===== src/rtl/uart_tx_fifo.sv =====
// Byte FIFO feeding a 16x-oversampled 8N1 UART transmitter (8E1/8O1 when UART_TX_PARITY_EN is defined).
// Latency: a byte pushed into an empty idle block drives the start bit two clocks later; line is registered.
// Backpressure: none; pushes while full are dropped and latch the sticky overflow flag until reset.
module uart_tx_fifo #(
   parameter int FIFO_AW    = 3,
   parameter bit PARITY_ODD = 1'b0
) (
   input  logic       clk,
   input  logic       rst,
   input  logic       b_tick,
   input  logic       push,
   input  logic [7:0] push_data,
   output logic       full,
   output logic       empty,
   output logic       overflow,
   output logic       uart_tx,
   output logic       tx_busy,
   output logic       tx_done
);
   localparam int DEPTH = 2 ** FIFO_AW;

`ifdef UART_TX_PARITY_EN
   typedef enum logic [2:0] {IDLE, START, DATA, PARITY, STOP} state_t;
`else
   typedef enum logic [2:0] {IDLE, START, DATA, STOP} state_t;
`endif

   logic [7:0]         mem [DEPTH];
   logic [FIFO_AW-1:0] wr_ptr;
   logic [FIFO_AW-1:0] rd_ptr;
   logic [FIFO_AW:0]   count;
   state_t             state;
   logic [7:0]         shreg;
   logic [2:0]         bit_cnt;
   logic [3:0]         tick_cnt;
   logic               do_push;
   logic               do_pop;
   logic               bit_end;

`ifdef UART_TX_PARITY_EN
   logic               par_bit;
`else
   // Parity sense has nothing to act on in a frame without a parity bit.
   logic               unused_parity_odd;
   assign unused_parity_odd = PARITY_ODD;
`endif

   // count tops out at DEPTH, so its MSB alone marks the full condition.
   assign full    = count[FIFO_AW];
   assign empty   = (count == '0);
   assign do_push = push && !full;
   assign do_pop  = (state == IDLE) && !empty;
   assign bit_end = b_tick && (tick_cnt == 4'd15) && (state != IDLE);
   assign tx_busy = (state != IDLE) || !empty;

   always_ff @(posedge clk) begin
      if (do_push && !rst) begin
         mem[wr_ptr] <= push_data;
      end
   end

   always_ff @(posedge clk) begin
      if (rst) begin
         wr_ptr   <= '0;
         rd_ptr   <= '0;
         count    <= '0;
         overflow <= 1'b0;
      end else begin
         if (do_push) begin
            wr_ptr <= wr_ptr + 1'b1;
         end
         if (do_pop) begin
            rd_ptr <= rd_ptr + 1'b1;
         end
         if (push && full) begin
            overflow <= 1'b1;
         end
         case ({do_push, do_pop})
            2'b10:   count <= count + 1'b1;
            2'b01:   count <= count - 1'b1;
            default: count <= count;
         endcase
      end
   end

   // The line is registered from the current state, so it trails the FSM by one clock uniformly.
   always_ff @(posedge clk) begin
      if (rst) begin
         state    <= IDLE;
         shreg    <= '0;
         bit_cnt  <= '0;
         tick_cnt <= '0;
         uart_tx  <= 1'b1;
         tx_done  <= 1'b0;
`ifdef UART_TX_PARITY_EN
         par_bit  <= 1'b0;
`endif
      end else begin
         tx_done <= 1'b0;
         if ((state != IDLE) && b_tick) begin
            tick_cnt <= tick_cnt + 4'd1;
         end
         case (state)
            IDLE: begin
               uart_tx <= 1'b1;
               if (!empty) begin
                  shreg    <= mem[rd_ptr];
                  bit_cnt  <= '0;
                  tick_cnt <= '0;
`ifdef UART_TX_PARITY_EN
                  par_bit  <= (^mem[rd_ptr]) ^ PARITY_ODD;
`endif
                  state    <= START;
               end
            end
            START: begin
               uart_tx <= 1'b0;
               if (bit_end) begin
                  state <= DATA;
               end
            end
            DATA: begin
               uart_tx <= shreg[0];
               if (bit_end) begin
                  shreg   <= {1'b0, shreg[7:1]};
                  bit_cnt <= bit_cnt + 3'd1;
                  if (bit_cnt == 3'd7) begin
`ifdef UART_TX_PARITY_EN
                     state <= PARITY;
`else
                     state <= STOP;
`endif
                  end
               end
            end
`ifdef UART_TX_PARITY_EN
            PARITY: begin
               uart_tx <= par_bit;
               if (bit_end) begin
                  state <= STOP;
               end
            end
`endif
            STOP: begin
               uart_tx <= 1'b1;
               if (bit_end) begin
                  state   <= IDLE;
                  tx_done <= 1'b1;
               end
            end
            default: state <= IDLE;
         endcase
      end
   end
endmodule


===== config.mk =====
export PLATFORM = sky130hd
export DESIGN_NAME = uart_tx_fifo
export DESIGN_NICKNAME = d
export VERILOG_FILES = /design/src/rtl/uart_tx_fifo.sv
export SDC_FILE = /design/constraint.sdc
export NUM_CORES = 1
export LEC_CHECK = 0
export ABC_CLOCK_PERIOD_IN_PS = 2100
export CAP_MARGIN = 0
export CORE_MARGIN = 1.5
export CORE_UTILIZATION = 54
export DETAILED_ROUTE_END_ITERATION = 8
export GPL_TIMING_DRIVEN = 1
export PLACE_DENSITY = 0.84
export RECOVER_POWER = 100
export REMOVE_ABC_BUFFERS = 1
export SLEW_MARGIN = 10
export SYNTH_ARGS = -nofsm -noshare
export SYNTH_HDL_FRONTEND = slang
export SYNTH_SLANG_ARGS = --single-unit

===== constraint.sdc =====
create_clock -name clk -period 2.1 [get_ports clk]
set_input_delay 0.315 -clock clk [delete_from_list [all_inputs] [get_ports clk]]
set_output_delay 0.315 -clock clk [all_outputs]
set_load 0.01 [all_outputs]

==> key figures <==
STA
  – Setup violators final: 0
  – Period minus WS final: 2.09 ns
  – Setup_tns: 0 ns
  – Worst Tran Pin Value: 0.534 ns
  – Setup Skew: 0.0107 ns
  – Hold Vio Cnt, Final: 0
  – Max Clk Rate: 478 MHz
  – Fin crit share: 0.997
  – Max-slew violation count: 0
  – Worst slew margin: 0.644
  – RSZ-0062 raised after global routing: true

Synth
  – Register area share after synthesis: 0.624
  – Post-Syn Instances: 284
  – Yosys top cell area share: 0.464
  – Top cells by area in the synthesized netlist: edfxtp_1 46%, dfxtp_1 16%, mux4_1 5.1%
  – Register bit total from synthesis: 97
  – Post-synth EDFFs: 64
  – Synth Cell Area: 4140 um^2
  – Largest area contributor in the netlist: edfxtp_1
  – Post-synth ARST share: 0
  – Yosys warning count: 0
  – Syn Area/Cell: 14.6 um^2
  – Ys flop type: edfxtp_1
  – Yosys cell types: 47

Setup path
  – CP delay by family, top: compound AO/OA/AOI/OAI gates
  – Delay of the slowest cell on the worst path: 0.39 ns
  – Crit-path slowest cell: or3_1
  – Worst EP required: 2.35 ns
  – Critical path, cell by cell: o41ai_4 -> inv_2 -> ha_1 -> or3_1 -> o32ai_2 -> mux2_4
  – CP Data Arrival Time: 2.35 ns
  – Setup crit end kind: flop
  – WS Path Type: flop to flop
  – Startpoint Class: flop
  – Crit-path max FO: 3
  – Crit path buffers/inverters: 1

Pwr
  – Int Pwr: 0.00395 W
  – PwrDens: 1230 nW/um^2
  – Clock network power share: 0.200
  – Peak supply drop: 0.677 mV
  – Leak: 1.69 nW
  – Comb power frac: 0.397
  – Switching share of power: 0.338
  – NetSw: 0.00202 W
  – Reg power frac: 0.403

Route
  – Via-to-Cell Ratio: 5.55
  – WL final: 7.21 mm
  – Routed vias: 2,405
  – Antenna viol nets, final: 0
  – Detailed Route Iter0 Violations: 104
  – DRC Markers: 0
  – DR WL/cell: 16.6 um
  – 1st-pass router iterations: 4

Layout
  – Final Net Count: 353
  – P&R area growth vs syn: 16.9%
  – Antenna diode count: 0
  – Core Util, Final: 0.660
  – Share of cells above drive strength 1: 0.228
  – Filler Cell Count: 495

GRT
  – Gr ovfl total: 0
  – Initial antenna violation count: 0
  – First-pass GRT wire length: 11.6 mm
  – Vias in the first global route: 2,359
  – Gr usage total: 0.183
  – Maximum number of pins on one net before global-route repair: 37

Clock tree
  – Worst-case clock buffer depth: 2
  – Clk root buf: clkbuf_8
  – Clk pin slew, worst setup/hold paths: 0.10 ns
  – Worst-skew pair later-pin latency: 0.36 ns
  – # H-tree levels: 3
  – CTS tree: yes
  – CTS buffer count: 9
  – Number of clock sinks: 97

Floorplanning
  – Chip Height: 90.6 um
  – Io pins: 18
  – Die area: 8200 um^2
  – Core Box Area: 7330 um^2
  – Initial Util: 0.565
  – Die width: 90.6 um
  – Std cell rows: 31

Placement
  – Post-DP HPWL: 4.70 mm
  – Routability congestion estimate: 0.789
  – Port-buffer cells: 17

Outcome
  – Status: finished, final reports clean

Min path
  – Hold Path Class: flop to flop

Job
  – Maxcap violations: 0
==> per-stage QoR <==
step	instances	worst slack, ns	total power, W	instance area, um^2	hold WS, ns
after floorplan	270	-0.222	0.00383	4050	0.384
after global placement	416	-0.194	0.00459	4590	0.439
after detailed placement	416	-0.277	0.00466	4590	0.445
after CTS	433	0.0220	0.00588	4800	0.459
after global routing	433	-0.108	0.00633	4840	0.483
final	433	0.00671	0.00596	4840	0.458
==> power by group through the flow <==
stage	Sequential (W)	Clock [W]	Combinational (W)
floorplan	0.00250	0	0.00134
global placement	0.00243	0	0.00216
detailed placement	0.00244	0	0.00222
CTS	0.00240	0.00123	0.00225
global route	0.00243	0.00131	0.00259
finish	0.00240	0.00119	0.00237
==> cells in the mapped netlist, types with 2 or more instances <==
cell type and n:
nor2_1 28, buf_6 2, nor3_1 5, nor2b_1 5
a21oi_1 16, mux4_1 8, or3_1 3, mux2_2 7
o211ai_1 7, mux4_2 8, a31oi_1 3, buf_2 3
a211oi_1 2, edfxtp_1 64, nand3_1 3, xnor2_1 3
xor2_1 6, inv_2 2, ha_1 12, a21o_1 2
nand3b_1 2, dfxtp_1 33, inv_1 3, clkbuf_1 7
nand2b_1 10, mux2i_1 4, nand2_1 15, a22oi_1 2
==> worst min-delay path, stage by stage (launching register included) <==
cell and delay (ns):
dfxtp_1 0.32, nand2_1 0.05, a21oi_1 0.05
==> flip-flops by register name, indices dropped and copies added (netlist names), named ones only <==
| signal | cells |
|---|---|
| rd_ptr | 3 |
| mem | 64 |
| state | 2 |
| overflow | 1 |
| bit_cnt | 3 |
| tx_done | 1 |
| tick_cnt | 4 |
| shreg | 8 |
| uart_tx | 1 |
| count | 4 |
| wr_ptr | 3 |
==> repair_timing <==
action                                  4_1_cts  5_1_grt
setup buffers                                 1        0
gates resized for setup                       5        7
pin swaps                                     1        2
endpoints found under the setup margin        4        4
hold buffers                                  0        0
==> final cells by class <==
type	count	area, um^2	area share
clock buffers	9	124	0.0256
clock inverters	7	73.8	0.0152
inverters	5	18.8	0.00388
multi-input cells	168	1490	0.308
flip-flops and latches	97	2580	0.534
well taps	99	124	0.0256
repair buffers	48	425	0.0879
==> metal layers <==
layer / global-route usage / share of wire / vias up
met3: 0.0387 / 0.036 / 11
li1: - / - / 1166
met4: 0.0714 / 0.019 / 0
met5: 0 / 0 / -
met1: 0.245 / 0.45 / 1180
met2: 0.294 / 0.49 / 48
==> kinds of logic (layout without fill, tap and decap cells) <==
| family | after synthesis | in the layout | synth area share |
|---|---|---|---|
| flip-flops | 97 | 97 | 0.624 |
| AND/OR/NAND/NOR | 77 | 77 | 0.0943 |
| AO/OA/AOI/OAI | 42 | 42 | 0.0743 |
| multiplexers | 28 | 28 | 0.126 |
| buffers and inverters | 19 | 69 | 0.0266 |
| adder cells (fa/ha/maj) | 12 | 12 | 0.0363 |
| XOR/XNOR | 9 | 9 | 0.0190 |
==> path summary, 6_finish.rpt <==
kind	startpoint	to	slack, ns	cells past startpoint
hold / removal	shreg[5]$_SDFFE_PP0P_	shreg[5]$_SDFFE_PP0P_	0.46	2
hold reg to reg	shreg[5]$_SDFFE_PP0P_	shreg[5]$_SDFFE_PP0P_	0.46	2
setup reg to reg	count[3]$_SDFFE_PP0P_	count[3]$_SDFFE_PP0P_	0.007	6
setup / recovery	count[3]$_SDFFE_PP0P_	count[3]$_SDFFE_PP0P_	0.007	6
==> cell usage in the layout (no fill, tap or decap), drive strengths merged, types with 10 or more instances in the layout <==
master / n
buf: 31
a21oi: 16
nand2: 15
ha: 12
edfxtp: 64
nor2: 28
mux4: 16
inv: 11
nand2b: 10
dfxtp: 33
Note: power is estimated with default switching activity, not from simulation.
